$ cat src/rtl/keypad_pkg.sv
// Shared types and helpers for the 4x4 matrix keypad scanner.
// Key codes follow the board layout: digits as-is, A-D as 0xA-0xD, '*' 0xE, '#' 0xF.
package keypad_pkg;

    typedef enum logic [1:0] {
        SCAN     = 2'd0,
        DEBOUNCE = 2'd1,
        HOLD     = 2'd2,
        RELEASE  = 2'd3
    } state_t;

    localparam logic [3:0] KEY_STAR = 4'hE;
    localparam logic [3:0] KEY_HASH = 4'hF;

    function automatic logic [3:0] key_map(input logic [1:0] row_idx, input logic [1:0] col_idx);
        logic [3:0] code;
        case ({row_idx, col_idx})
            4'b00_00: code = 4'h1;
            4'b00_01: code = 4'h2;
            4'b00_10: code = 4'h3;
            4'b00_11: code = 4'hA;
            4'b01_00: code = 4'h4;
            4'b01_01: code = 4'h5;
            4'b01_10: code = 4'h6;
            4'b01_11: code = 4'hB;
            4'b10_00: code = 4'h7;
            4'b10_01: code = 4'h8;
            4'b10_10: code = 4'h9;
            4'b10_11: code = 4'hC;
            4'b11_00: code = KEY_STAR;
            4'b11_01: code = 4'h0;
            4'b11_10: code = KEY_HASH;
            default:  code = 4'hD;
        endcase
        return code;
    endfunction

    function automatic logic [1:0] onehot4_to_idx(input logic [3:0] v);
        logic [1:0] idx;
        idx = 2'd0;
        for (int i = 0; i < 4; i++) begin
            if (v[i]) idx = 2'(i);
        end
        return idx;
    endfunction

    function automatic logic is_onehot4(input logic [3:0] v);
        return (v != 4'b0000) && ((v & (v - 4'b0001)) == 4'b0000);
    endfunction

endpackage

$ cat src/rtl/keypad_scanner_sync.sv
// Two-flop synchronizer for asynchronous level inputs (the keypad rows).
module sync_2ff #(
    parameter int WIDTH = 1
) (
    input  logic             clk,
    input  logic             rst_n,
    input  logic [WIDTH-1:0] i_d,
    output logic [WIDTH-1:0] o_q
);

    logic [WIDTH-1:0] r_meta;
    logic [WIDTH-1:0] r_sync;

    always_ff @(posedge clk or negedge rst_n) begin
        if (!rst_n) begin
            r_meta <= '0;
            r_sync <= '0;
        end else begin
            r_meta <= i_d;
            r_sync <= r_meta;
        end
    end

    assign o_q = r_sync;

endmodule

$ cat src/rtl/keypad_scanner.sv
// 4x4 keypad reader: scans columns one-hot, debounces press and release,
// and reports one key code per physical press with a single-cycle strobe.
module keypad_scanner
    import keypad_pkg::*;
#(
    parameter int SCAN_CYCLES     = 27000,
    parameter int DEBOUNCE_CYCLES = 270000
) (
    input  logic       clk,
    input  logic       rst_n,
    input  logic [3:0] filas_raw,
    output logic [3:0] columnas,
    output logic [3:0] key_code,
    output logic       key_valid,
    output logic       key_pressed
);

    localparam int SCAN_W = (SCAN_CYCLES > 1) ? $clog2(SCAN_CYCLES) : 1;
    localparam int DB_W   = (DEBOUNCE_CYCLES > 1) ? $clog2(DEBOUNCE_CYCLES) : 1;
    localparam logic [SCAN_W-1:0] SCAN_LAST = SCAN_W'(SCAN_CYCLES - 1);
    localparam logic [DB_W-1:0]   DB_LAST   = DB_W'(DEBOUNCE_CYCLES - 1);

    state_t            r_state;
    logic [3:0]        r_col;
    logic [SCAN_W-1:0] r_scan_cnt;
    logic [DB_W-1:0]   r_db_cnt;
    logic [3:0]        r_row_pat;
    logic [1:0]        r_row_idx;
    logic [1:0]        r_col_idx;
    logic [3:0]        r_key_code;
    logic              r_key_valid;
    logic              r_key_pressed;
    logic [3:0]        w_rows_s;
    logic [3:0]        w_col_next;

    sync_2ff #(.WIDTH(4)) u_row_sync (
        .clk   (clk),
        .rst_n (rst_n),
        .i_d   (filas_raw),
        .o_q   (w_rows_s)
    );

    assign w_col_next = {r_col[2:0], r_col[3]};

    always_ff @(posedge clk or negedge rst_n) begin
        if (!rst_n) begin
            r_state       <= SCAN;
            r_col         <= 4'b0001;
            r_scan_cnt    <= '0;
            r_db_cnt      <= '0;
            r_row_pat     <= 4'b0000;
            r_row_idx     <= 2'd0;
            r_col_idx     <= 2'd0;
            r_key_code    <= 4'h0;
            r_key_valid   <= 1'b0;
            r_key_pressed <= 1'b0;
        end else begin
            r_key_valid <= 1'b0;
            case (r_state)
                SCAN: begin
                    if (r_scan_cnt == SCAN_LAST) begin
                        // Ghosting/multi-press patterns are skipped rather than guessed at.
                        if (is_onehot4(w_rows_s)) begin
                            r_row_pat <= w_rows_s;
                            r_row_idx <= onehot4_to_idx(w_rows_s);
                            r_col_idx <= onehot4_to_idx(r_col);
                            r_db_cnt  <= '0;
                            r_state   <= DEBOUNCE;
                        end else begin
                            r_col      <= w_col_next;
                            r_scan_cnt <= '0;
                        end
                    end else begin
                        r_scan_cnt <= r_scan_cnt + 1'b1;
                    end
                end
                DEBOUNCE: begin
                    if (w_rows_s == r_row_pat) begin
                        if (r_db_cnt == DB_LAST) begin
                            r_key_code    <= key_map(r_row_idx, r_col_idx);
                            r_key_valid   <= 1'b1;
                            r_key_pressed <= 1'b1;
                            r_state       <= HOLD;
                        end else begin
                            r_db_cnt <= r_db_cnt + 1'b1;
                        end
                    end else begin
                        r_col      <= w_col_next;
                        r_scan_cnt <= '0;
                        r_db_cnt   <= '0;
                        r_state    <= SCAN;
                    end
                end
                HOLD: begin
                    if (w_rows_s == 4'b0000) begin
                        r_db_cnt <= '0;
                        r_state  <= RELEASE;
                    end
                end
                RELEASE: begin
                    if (w_rows_s != 4'b0000) begin
                        r_state <= HOLD;
                    end else if (r_db_cnt == DB_LAST) begin
                        r_key_pressed <= 1'b0;
                        r_col         <= w_col_next;
                        r_scan_cnt    <= '0;
                        r_db_cnt      <= '0;
                        r_state       <= SCAN;
                    end else begin
                        r_db_cnt <= r_db_cnt + 1'b1;
                    end
                end
                default: r_state <= SCAN;
            endcase
        end
    end

    assign columnas    = r_col;
    assign key_code    = r_key_code;
    assign key_valid   = r_key_valid;
    assign key_pressed = r_key_pressed;

endmodule

$ cat config.mk
export PLATFORM = sky130hd
export DESIGN_NAME = keypad_scanner
export DESIGN_NICKNAME = d
export VERILOG_FILES = /design/src/rtl/keypad_pkg.sv /design/src/rtl/keypad_scanner_sync.sv /design/src/rtl/keypad_scanner.sv
export SDC_FILE = /design/constraint.sdc
export NUM_CORES = 1
export LEC_CHECK = 0
export CAP_MARGIN = 10
export CORE_MARGIN = 2
export CORE_UTILIZATION = 55
export CTS_CLUSTER_DIAMETER = 40
export CTS_CLUSTER_SIZE = 12
export DETAILED_ROUTE_END_ITERATION = 10
export PLACE_DENSITY = 0.79
export SLEW_MARGIN = 20
export SYNTH_ARGS = -nofsm -noshare
export SYNTH_HDL_FRONTEND = slang
export SYNTH_HIERARCHICAL = 1
export SYNTH_SLANG_ARGS = --single-unit
$ cat constraint.sdc
create_clock -name clk -period 5.97 [get_ports clk]
set_clock_uncertainty 0.1 [all_clocks]
set_input_delay 1.194 -clock clk [delete_from_list [all_inputs] [get_ports clk]]
set_output_delay 1.194 -clock clk [all_outputs]
set_load 0.02 [all_outputs]
# After elaboration in Yosys (flattened, before gate mapping)
# Memory sizes are Yosys's and may differ from the RTL's. A register that Yosys moved wholly into a read port is not among the register bits.
# Cells that the tools add are included.
# classes
add_sub_neg	3
n_eq_ne	19
reduce_logical	15
muxes	42
bitwise	1
# ops
operator	n
$mux 19	7
$pmux 19 s4	1
$mux 15	5
$pmux 15 s3	1
$mux 2	11
$mux 4	5
$reduce_and 5->1	4
$add 19x1->19 const B	1
$eq 19x19->1 const B	1
$ne 2x2->1 const B	9
$add 15x1->15 const B	1
$eq 15x15->1 const B	1
$ne 3x3->1 const B	4
$pmux 4 s3	1
$mux 1	9
$logic_not 4->1	2
$pmux 2 s4	1
$reduce_and 3->1	2
$reduce_and 6->1	1
$and 4x4->4	1
$eq 2x2->1 const B	2
$eq 4x4->1	1
$reduce_bool 4->1	1
$sub 4x1->4 const B	1
7 further kinds	7
# totals
ff_bits	58
wordCells	92
out_inout_bits	10
n_memories	1
mem_bits_ro	64
# mem_list
memory	words	width	rd	rd_clocked_by_memory_dff	write_ports	line_no	source
(name not given)	16	4	1	1	0	keypad_pkg.sv:17	case ({row_idx, col_idx})

# Depth between registers and ports, before layout
# Gate-level depths: netlist of run 1.
# depth
ltp_word	7
mapped_depth	9
depth_no_buf	7

# Modules after synthesis
# The synthesis of run 1 kept the hierarchy.
# modules_own_cells
module	seq_area_each_um2	area_per_inst_um2	instances	cells_each
keypad_scanner	1352.5	3078.0	1	335
sync_2ff	200.2	200.2	1	8

# Least setup slack after synthesis of run 1
# Ideal clock, no wire load.
# synth_timing
path_kind	reg2reg
start	reg r_db_cnt[4]
end	reg r_scan_cnt[12]
period_less_slack_ps	2912
slack_ps	3058
required_ps	5797
arrival_time_ps	2739
path_stages_with_launch	7
path_buffers	0
path_cell_list	dfrtp_1 > or4b_1 > or4b_4 > o41ai_4 > nand3b_4 > or4_4 > a21oi_2
# synth_via
elab_chain_cells	3
# synth_lines
element	line_no	source
start: declaration	keypad_scanner.sv:26	logic [DB_W-1:0] r_db_cnt;
start signal: assignment	keypad_scanner.sv:85	r_db_cnt <= r_db_cnt + 1'b1;
start signal: assignment	keypad_scanner.sv:110	r_db_cnt <= r_db_cnt + 1'b1;
$eq 19x19->1	keypad_scanner.sv:103	end else if (r_db_cnt == DB_LAST) begin
$ne 2x2->1 (no source line)	-	
$reduce_and 5->1 (no source line)	-	
end signal: assignment	keypad_scanner.sv:74	r_scan_cnt <= r_scan_cnt + 1'b1;
end: declaration	keypad_scanner.sv:25	logic [SCAN_W-1:0] r_scan_cnt;
# Every way passes these cells.
# A chain may end at the register's enable or synchronous reset.

# Final worst setup path of run 1
# layout_timing
start	reg u_row_sync.r_sync[3] (netlist: u_row_sync/o_q[3])
end	reg r_db_cnt[3]
# layout_via
elab_chain_cells	6
elab_cells_between_ends	14
# layout_lines
element	line_no	source
start: declaration	keypad_scanner_sync.sv:12	logic [WIDTH-1:0] r_sync;
start signal: assignment	keypad_scanner_sync.sv:20	r_sync <= r_meta;
$sub 4x1->4	keypad_pkg.sv:48	return (v != 4'b0000) && ((v & (v - 4'b0001)) == 4'b0000);
$and 4x4->4	keypad_pkg.sv:48	
$logic_not 4->1	keypad_pkg.sv:48	
$logic_and 1x1->1	keypad_pkg.sv:48	
$ne 2x2->1 (no source line)	-	
$reduce_and 5->1 (no source line)	-	
# Parallel ways exist; a longest one is shown, timed or not.

==> results.tsv, run 1 <==
metric	value	unit
status	completed	
postRouteAntennaNets	0	
grt_pass1_wl	11400	um
yosysMostFrequentCell	dfrtp_1	
place.gp.congestion	0.874	
synth_top_area_cell	dfrtp_1	
min_path_cells	0	
drc	0	
synth_fp_nets	356	
synth_commonest_cells	dfrtp_1, nand2_1, o21ai_0, nor2_1, a21oi_1	
dieArea	6590	um^2
crit_start	u_row_sync/o_q[3]$_DFF_PN0_	
syn_area	3280	um^2
ir_drop	160	uV
synth-warning-count	6	
overflow	0	
hold_path_class	reg -> reg	
cts-hold-fix-buffers	0	
maxCapViolCount	0	
reg2reg_to	r_db_cnt[3]$_DFFE_PN0P_	
setup_slack	2350	ps
setup-violations-final	0	
antenna_found_initial	0	
n_antenna_cell	0	
crit_fanout	16	
clockRootBuffer	clkbuf_8	
ioPinCount	16	
ys_types	54	
worstRegToRegCells	7	
synth_top_area_frac	0.466	
hold_viol_final	0	
die_w	81.2	um
synth_seq_area_share	0.474	
critical_path_class	reg -> reg	
synthArstFlopShare	1.00	
p_leak	1.51	nW
drt_iter0_drc	201	
drt-pass1-iter-count	5	
htree_levels	3	
crit_path_end_kind	flop	
core-area	5850	um^2
cts_setup_buffers	0	
maxSlewViolCount	0	
routed_wl	6510	um
io_buffers	15	
finalPower	0.000763	W
regArea	1550	um^2
min_from	u_row_sync/r_meta[0]$_DFF_PN0_	
dp.cells	421	
wl_per_cell	14.9	um
pwr_density_cell	209	nW/um^2
syn2layout_area_growth	11.2	%
synth_enable_flop_cells	0	
stdcell_count	436	
cts_made_buffers	9	
start_util	0.560	
cts_tree	yes	
grt_pass1_vias	2434	
timing.rr.start	u_row_sync/o_q[3]$_DFF_PN0_	
ctsResizeCount	0	
synthFlopType	dfrtp_1	
hold-path-endpoint	u_row_sync/o_q[0]$_DFF_PN0_	
rsz0062_at_grt	false	
grtUsageTotal	0.227	
cts_sinks	62	
drive_above_1_share	0.0914	
synth.avg_cell_area	9.56	um^2
r2r_slack	2350	ps
dp_hpwl	4530	um
hold-worst-slack	247	ps
fp.dieH	81.2	um
dr_total_vias	2609	
tightest_slew	825	ps
cp.arrival	3710	ps
clk_path_buf_depth	2	
grt_max_degree	63	
relSlewSlack	0.449	
fillers	457	
pre_cts_ws	2400	ps
synthTopCellsByArea	dfrtp_1, o21ai_0, nand2_1, mux2_2, a21oi_1	
nets	370	
setup_tns	0	ps
finalCriticalPeriod	3620	ps
crit_required	6060	ps
fmax	276	MHz
startpoint_type	flop	
multi_input_area	1620	um^2
rows	28	
clkSlewWorstSetupHoldPaths	60	ps
postSynthCellCount	343	
routed_via_density	5.98	
fin_crit_sh	0.606	
insertion_delay	340	ps
synth-seq-cells	62	
==> per-layer routing <==
metal | GRT usage | vias to the layer above | wire length [um]
li1 | - | 1281 | -
met1 | 0.293 | 1248 | 2980
met2 | 0.361 | 74 | 3200
met3 | 0.0733 | 6 | 274
met4 | 0.0780 | 0 | 51
met5 | 0 | - | 0
==> area by class of cell <==
class / count / share of cell area
Clock buffer: 14 / 0.0446
Clock inverter: 1 / 0.00137
Tap cell: 75 / 0.0257
Sequential cell: 62 / 0.426
Inverter: 14 / 0.0144
Multi-Input combinational cell: 253 / 0.444
Timing Repair Buffer: 17 / 0.0439
==> flip-flops by register name, indices dropped and copies added (netlist names) <==
register,count
r_col_idx,2
u_row_sync/r_meta,4
key_code,4
key_pressed,1
r_row_pat,4
r_db_cnt,19
columnas,4
r_row_idx,2
key_valid,1
u_row_sync/o_q,4
r_scan_cnt,15
r_state,2
==> critical path, stage by stage (launching register included) <==
cell,delay [ps]
dfrtp_1,480
xor2_1,180
nor4_1,530
nand3b_1,430
o2111ai_1,820
buf_4,330
nand2b_1,400
o311ai_0,200
==> cells by family after synthesis <==
group,count (synthesis),share of synthesized area
AO/OA/AOI/OAI,83,0.163
AND/OR/NAND/NOR,140,0.235
multiplexers,12,0.0401
flip-flops,62,0.474
adder cells (fa/ha/maj),7,0.0267
XOR/XNOR,11,0.0294
buffers and inverters,28,0.0328
==> layout by cell type (no fill, tap or decap), types with 6 or more instances in the layout <==
master           netlist  layout
a21oi_1               20      20
clkbuf_8               0      11
clkdlybuf4s50_1        0      14
dfrtp_1               61      61
ha_1                   7       7
inv_1                 14      14
mux2_2                 9       9
nand2_1               32      32
nand2b_1               6       6
nand3_1               19      19
nand4_1                7       7
nor2_1                23      23
nor3_1                 7       7
o21ai_0               28      28
or3_1                 11      11
xor2_1                10      10
==> where the power goes <==
group,internal [W],switching (W)
Clock,0.000171,0.000148
Combinational,0.00000615,0.0000113
Sequential,0.000423,0.00000418
==> worst max-delay path by stage <==
stage,depth (start not counted),slack [ps],end
global placement,6,2620,columnas[1]$_DFFE_PN0P_
finish,7,2350,r_db_cnt[3]$_DFFE_PN0P_
CTS,7,2430,r_db_cnt[3]$_DFFE_PN0P_
global route,7,2050,r_db_cnt[3]$_DFFE_PN0P_
detailed placement,7,2400,r_db_cnt[3]$_DFFE_PN0P_
floorplan,6,3060,r_scan_cnt[12]$_DFFE_PN0P_
==> through the flow <==
| step | utilization | area [um^2] |
|---|---|---|
| 3_5_place_dp | 0.594 | 3480 |
| 3_3_place_gp | 0.594 | 3480 |
| 6_report | 0.623 | 3640 |
| 2_1_floorplan | - | 3280 |
| 5_1_grt | 0.623 | 3640 |
| 4_1_cts | 0.623 | 3640 |
No activity file was read; power rests on OpenSTA's default activity.
==> run 2, diff against run 1 <==
--- a/config.mk
+++ b/config.mk
@@ -7,11 +7,11 @@
 export LEC_CHECK = 0
 export CAP_MARGIN = 10
 export CORE_MARGIN = 2
-export CORE_UTILIZATION = 55
+export CORE_UTILIZATION = 54
 export CTS_CLUSTER_DIAMETER = 40
 export CTS_CLUSTER_SIZE = 12
 export DETAILED_ROUTE_END_ITERATION = 10
-export PLACE_DENSITY = 0.79
+export PLACE_DENSITY = 0.81
 export SLEW_MARGIN = 20
 export SYNTH_ARGS = -nofsm -noshare
 export SYNTH_HDL_FRONTEND = slang
==> constraint.sdc (replaced) <==
create_clock -name clk -period 2.9 [get_ports clk]
set_clock_uncertainty 0.1 [all_clocks]
set_input_delay 0.58 -clock clk [delete_from_list [all_inputs] [get_ports clk]]
set_output_delay 0.58 -clock clk [all_outputs]
set_load 0.02 [all_outputs]
==> run 2 against run 1 <==
  * Clock-buffer cell count decreased by 2
  * Core utilization increased by 2.4 points
  * Combinational power increased by 130%
  * Die area increased by 1.8%
  * Global-route usage increased by 1.4 points
  * Via count increased by 3.5%
  * Hold slack got worse by 67 ps
  * Non-clock buffer count increased by 20
  * Final cell count increased by 4.8%
  * Largest power group unchanged
  * Highest routed layer unchanged
==> results.tsv, run 2 (synthesis gave the netlist of run 1 again) <==
metric	value	unit	change
relSlewSlack	0.534		+0.0846
syn2layout_area_growth	16.1	%	
drt-pass1-iter-count	4		-1
core-area	5890	um^2	+0.60%
start_util	0.557		-0.00334
rows	28		unchanged
final_area	3810	um^2	+4.5%
postRouteAntennaNets	0		unchanged
final_cell_mix	dfrtp_1, nand2_1, o21ai_0, nor2_1, buf_4		
routed_via_density	5.91		-1.3%
nets	390		+5.4%
stdcell_count	457		+4.8%
critical_path_class	reg -> reg		
hold_viol_final	0		unchanged
clk_path_buf_depth	2		unchanged
startpoint_type	flop		
setup_tns	0	ps	unchanged
hold_path_class	in -> async		
place.gp.congestion	0.830		-5.0%
dieArea	6710	um^2	+1.8%
ioPinCount	16		unchanged
drt_iter0_drc	155		-23%
dp_hpwl	4990	um	+10%
worstRegToRegCells	7		unchanged
fillers	461		+0.88%
htree_levels	3		unchanged
crit_required	3070	ps	-2990 ps
antenna_found_initial	0		unchanged
cp.arrival	2940	ps	-770 ps
n_antenna_cell	0		unchanged
drc	0		unchanged
rsz0062_at_grt	false		
cts_tree	yes		
dr_total_vias	2700		+3.5%
insertion_delay	340	ps	about the same
timing.rr.start	r_db_cnt[4]$_DFFE_PN0P_		
grt_max_degree	34		-46%
fmax	361	MHz	+31%
clkSlewWorstSetupHoldPaths	70	ps	about the same
status	completed		
p_leak	1.61	nW	+6.9%
pwr_density_cell	414	nW/um^2	+97%
drive_above_1_share	0.144		+0.0526
cts_sinks	62		unchanged
dp.cells	435		+3.3%
grt_pass1_vias	2652		+9.0%
die_w	81.9	um	+0.88%
io_buffers	15		unchanged
reg2reg_to	r_scan_cnt[10]$_DFFE_PN0P_		
overflow	0		unchanged
clockRootBuffer	clkbuf_8		
final_common_cell	dfrtp_1		
fp.dieH	81.9	um	+0.88%
routed_wl	6990	um	+7.5%
r2r_slack	130	ps	-2220 ps
crit_path_end_kind	flop		
ctsResizeCount	0		unchanged
ir_drop	342	uV	+110%
regMostFlops	r_db_cnt		
cts_made_buffers	9		unchanged
maxSlewViolCount	0		unchanged
fin_crit_sh	0.956		+0.350
largest_register_ffs	19		unchanged
maxCapViolCount	0		unchanged
tightest_slew	699	ps	-126 ps
setup-violations-final	0		unchanged
dpl_cell_area	3590	um^2	+3.4%
largestRegisters	r_db_cnt x19, r_scan_cnt x15		
finalCriticalPeriod	2770	ps	-847 ps
crit_start	r_db_cnt[4]$_DFFE_PN0P_		
grt_pass1_wl	12300	um	+8.2%
grtUsageTotal	0.241		+0.0143
wl_per_cell	15.3	um	+2.6%
crit_fanout	6		-10
[run 2: cell types whose count changed in the layout (fill, tap and decap cells not counted)]
cell / before / now
buf_12: 0 / 1
clkbuf_8: 11 / 10
clkinv_2: 1 / 3
clkbuf_1: 3 / 2
buf_4: 2 / 21
clkinvlp_4: 0 / 1
[run 2: report_power, final]
part	total (W)	internal (W)	leakage (nW)	switching [W]
clock	0.000657	0.000329	0.0861	0.000328
sequential	0.000878	0.000870	0.830	0.00000755
combinational	0.0000403	0.0000154	0.696	0.0000248
total	0.00158	0.00121	1.61	0.000360
[run 2: worst max-delay path by stage]
stage / end / slack [ps] / cells past startpoint
6_report: r_scan_cnt[10]$_DFFE_PN0P_ / 130 / 7
5_1_grt: r_db_cnt[16]$_DFFE_PN0P_ / 4 / 8
4_1_cts: r_scan_cnt[10]$_DFFE_PN0P_ / 6 / 7
3_5_place_dp: r_scan_cnt[2]$_DFFE_PN0P_ / 20 / 7
3_3_place_gp: r_scan_cnt[12]$_DFFE_PN0P_ / 100 / 6
2_1_floorplan: r_scan_cnt[12]$_DFFE_PN0P_ / 100 / 6
[run 2: what timing repair did]
action,in CTS,in global routing
hold buffers,0,0
setup endpoints to repair,1,13
pin swaps,3,1
buffers inserted,5,1
[run 2: worst max-delay path, cell delays in order, from the launching register on]
cell and delay [ps]:
dfrtp_1 380, or4b_1 530, or4b_4 540, o41ai_4 340
nand3b_4 150, buf_4 160, or3_1 350, a21oi_1 160
[run 2: layout make-up]
cell class	instances	area, um^2	share of cell area
Clock buffer	12	145	0.0381
Multi-Input combinational cell	253	1620	0.425
Inverter	14	52.6	0.0138
Tap cell	75	93.8	0.0246
Sequential cell	62	1550	0.408
Timing Repair Buffer	37	323	0.0848
Clock inverter	4	22.5	0.00592
[run 2: stage by stage]
stage | power, W | setup slack [ps] | util | hold WS, ps
after global routing | 0.00164 | 3.82 | 0.647 | 224
final | 0.00158 | 127 | 0.647 | 179
after floorplan | 0.000906 | 104 | - | 184
after global placement | 0.000934 | 100 | 0.611 | 233
after detailed placement | 0.000936 | 21.1 | 0.611 | 235
after CTS | 0.00159 | 5.82 | 0.646 | 202
[run 2: routing by layer]
layer / track usage / vias up / wire length [um]
met5: 0 / - / 0
met4: 0.0833 / 0 / 103
met3: 0.0637 / 13 / 255
met2: 0.421 / 49 / 3560
met1: 0.286 / 1321 / 3080
li1: - / 1317 / -
==> run 3, diff against run 2 <==
--- a/config.mk
+++ b/config.mk
@@ -11,7 +11,7 @@
 export CTS_CLUSTER_DIAMETER = 40
 export CTS_CLUSTER_SIZE = 12
 export DETAILED_ROUTE_END_ITERATION = 10
-export PLACE_DENSITY = 0.81
+export PLACE_DENSITY_LB_ADDON = 0.12
 export SLEW_MARGIN = 20
 export SYNTH_ARGS = -nofsm -noshare
 export SYNTH_HDL_FRONTEND = slang
==> run 3 against run 2 <==
  * Die area unchanged
  * Largest cell class unchanged
  * Register-to-register slack got worse by 60 ps
  * Wire length is 0.36% higher
  * Critical path type unchanged
  * Worst setup slack lost 60 ps
  * First-iteration DRC count is 46% lower
  * Clock power is 28% higher
  * Flip-flop and latch count did not move
==> results.tsv, run 3 (synthesis gave the netlist of run 1 again) <==
metric	value	unit	change
setup-violations-final	0		unchanged
p_sw_frac	0.220		-0.00875
status	completed		
largest_register_ffs	19		unchanged
grt_max_degree	33		-2.9%
final_cell_mix	dfrtp_1, nand2_1, o21ai_0, nor2_1		
dp.cells	436		+0.23%
place.gp.congestion	0.860		+3.7%
p_sw	0.000386	W	+7.2%
drt_iter0_drc	84		-46%
insertion_delay	340	ps	about the same
syn2layout_area_growth	17.6	%	
postRouteAntennaNets	0		unchanged
p_leak	1.61	nW	about the same
ir_drop	391	uV	+14%
dp_hpwl	4940	um	-1.2%
clk_path_buf_depth	2		unchanged
startpoint_type	flop		
crit_slowest_cell	or4b_4		
hold-worst-slack	183	ps	+3.44 ps
crit_path_end_kind	flop		
cts_made_buffers	9		unchanged
hold_path_class	in -> async		
grtUsageTotal	0.233		-0.00776
n_antenna_cell	0		unchanged
maxCapViolCount	0		unchanged
crit_required	3070	ps	about the same
fin_crit_sh	0.977		+0.0206
maxSlewViolCount	0		unchanged
slowest_delay	560	ps	+20 ps
pre_cts_ws	85.2	ps	+64.1 ps
cp.arrival	3000	ps	+60 ps
critical_path_class	reg -> reg		
path_cells	or4b_1, or4b_4, o41ai_4, nand3b_4, or4_4, a21oi_2		
ioPinCount	16		unchanged
wl_per_cell	15.5	um	+1.0%
final_common_cell	dfrtp_1		
start_util	0.557		unchanged
routed_wl	7020	um	+0.36%
rsz0062_at_grt	true		
drive_above_1_share	0.145		+0.00114
power_frac_clock	0.477		+0.060
routed_via_density	5.90		-0.16%
stdcell_count	454		-0.66%
fp.dieH	81.9	um	unchanged
nets	387		-0.77%
drc	0		unchanged
overflow	0		unchanged
die_w	81.9	um	unchanged
multi_input_area	1630	um^2	+0.54%
grt_pass1_wl	11800	um	-4.2%
fillers	498		+8.0%
largestRegisters	r_db_cnt x19, r_scan_cnt x15		
cts_sinks	62		unchanged
dr_total_vias	2678		-0.81%
combinationalPowerShare	0.023		-0.003
cts-hold-fix-buffers	0		unchanged
cts_tree	yes		
io_buffers	15		unchanged
power.internal	0.00137	W	+13%
worstRegToRegCells	6		-1
rows	28		unchanged
fmax	353	MHz	-2.1%
tightest_slew	698	ps	-1.70 ps
setup_slack	67.4	ps	-59.8 ps
antenna_found_initial	0		unchanged
relSlewSlack	0.535		+0.00113
htree_levels	3		unchanged
crit_fanout	8		+2
pwr_density_cell	455	nW/um^2	+10%
dieArea	6710	um^2	unchanged
grt_pass1_vias	2657		+0.19%
clockRootBuffer	clkbuf_8		
core-area	5890	um^2	unchanged
clkSlewWorstSetupHoldPaths	70	ps	about the same
regArea	1550	um^2	unchanged
final_util	0.655		+0.00829
pwr-share-seq	0.500		-0.057
hold_viol_final	0		unchanged
finalCriticalPeriod	2830	ps	+59.8 ps
regMostFlops	r_db_cnt		
drt-pass1-iter-count	4		unchanged
[run 3: final cells by class]
type	count	share of cell area
clock buffer	9	0.0321
multi-input combinational	253	0.422
clock inverter	7	0.0256
sequential	62	0.403
timing repair buffer	34	0.0798
inverter	14	0.0136
tap	75	0.0243
[run 3: path summary, 6_finish.rpt]
path	startpoint	slack [ps]	endpoint
min reg2reg	u_row_sync/r_meta[2]$_DFF_PN0_	250	u_row_sync/o_q[2]$_DFF_PN0_
max in group asynchronous	rst_n	1850	columnas[0]$_DFFE_PN1P_
max reg2reg	r_db_cnt[4]$_DFFE_PN0P_	70	r_scan_cnt[12]$_DFFE_PN0P_
min	rst_n	180	key_code[2]$_DFFE_PN0P_
min in group clk	u_row_sync/r_meta[2]$_DFF_PN0_	250	u_row_sync/o_q[2]$_DFF_PN0_
max	r_db_cnt[4]$_DFFE_PN0P_	70	r_scan_cnt[12]$_DFFE_PN0P_
[run 3: layer usage]
metal  GRT usage  vias up  wire (um)
li1            -     1319          -
met1       0.277     1295       3160
met2       0.407       51       3490
met3      0.0549       13        236
met4      0.0933        0        135
met5           0        -          0
[run 3: critical path, delay by kind of cell (launching register included)]
| kind | cells | cell delay, ps |
|---|---|---|
| AND/OR/NAND/NOR | 4 | 1780 |
| AO/OA/AOI/OAI | 2 | 480 |
| flip-flops | 1 | 420 |
[run 3: what timing repair did]
action	in CTS	in global routing
resized for setup	0	4
endpoints found under the setup margin	0	12
buffers inserted	0	2
[run 3: power groups by stage]
stage	clock [W]	combinational (W)	sequential, W
after detailed placement	0	0.0000427	0.000894
final	0.000838	0.0000410	0.000877
after CTS	0.000855	0.0000427	0.000877
after floorplan	0	0.0000182	0.000888
after global placement	0	0.0000422	0.000894
after global routing	0.000893	0.0000473	0.000878
[run 3: stage by stage]
| step | setup TNS, ps | power (W) | area, um^2 |
|---|---|---|---|
| 2_1_floorplan | 0 | 0.000906 | 3280 |
| 3_3_place_gp | 0 | 0.000936 | 3600 |
| 3_5_place_dp | 0 | 0.000937 | 3600 |
| 4_1_cts | 0 | 0.00177 | 3820 |
| 5_1_grt | -26.8 | 0.00182 | 3860 |
| 6_report | 0 | 0.00176 | 3860 |
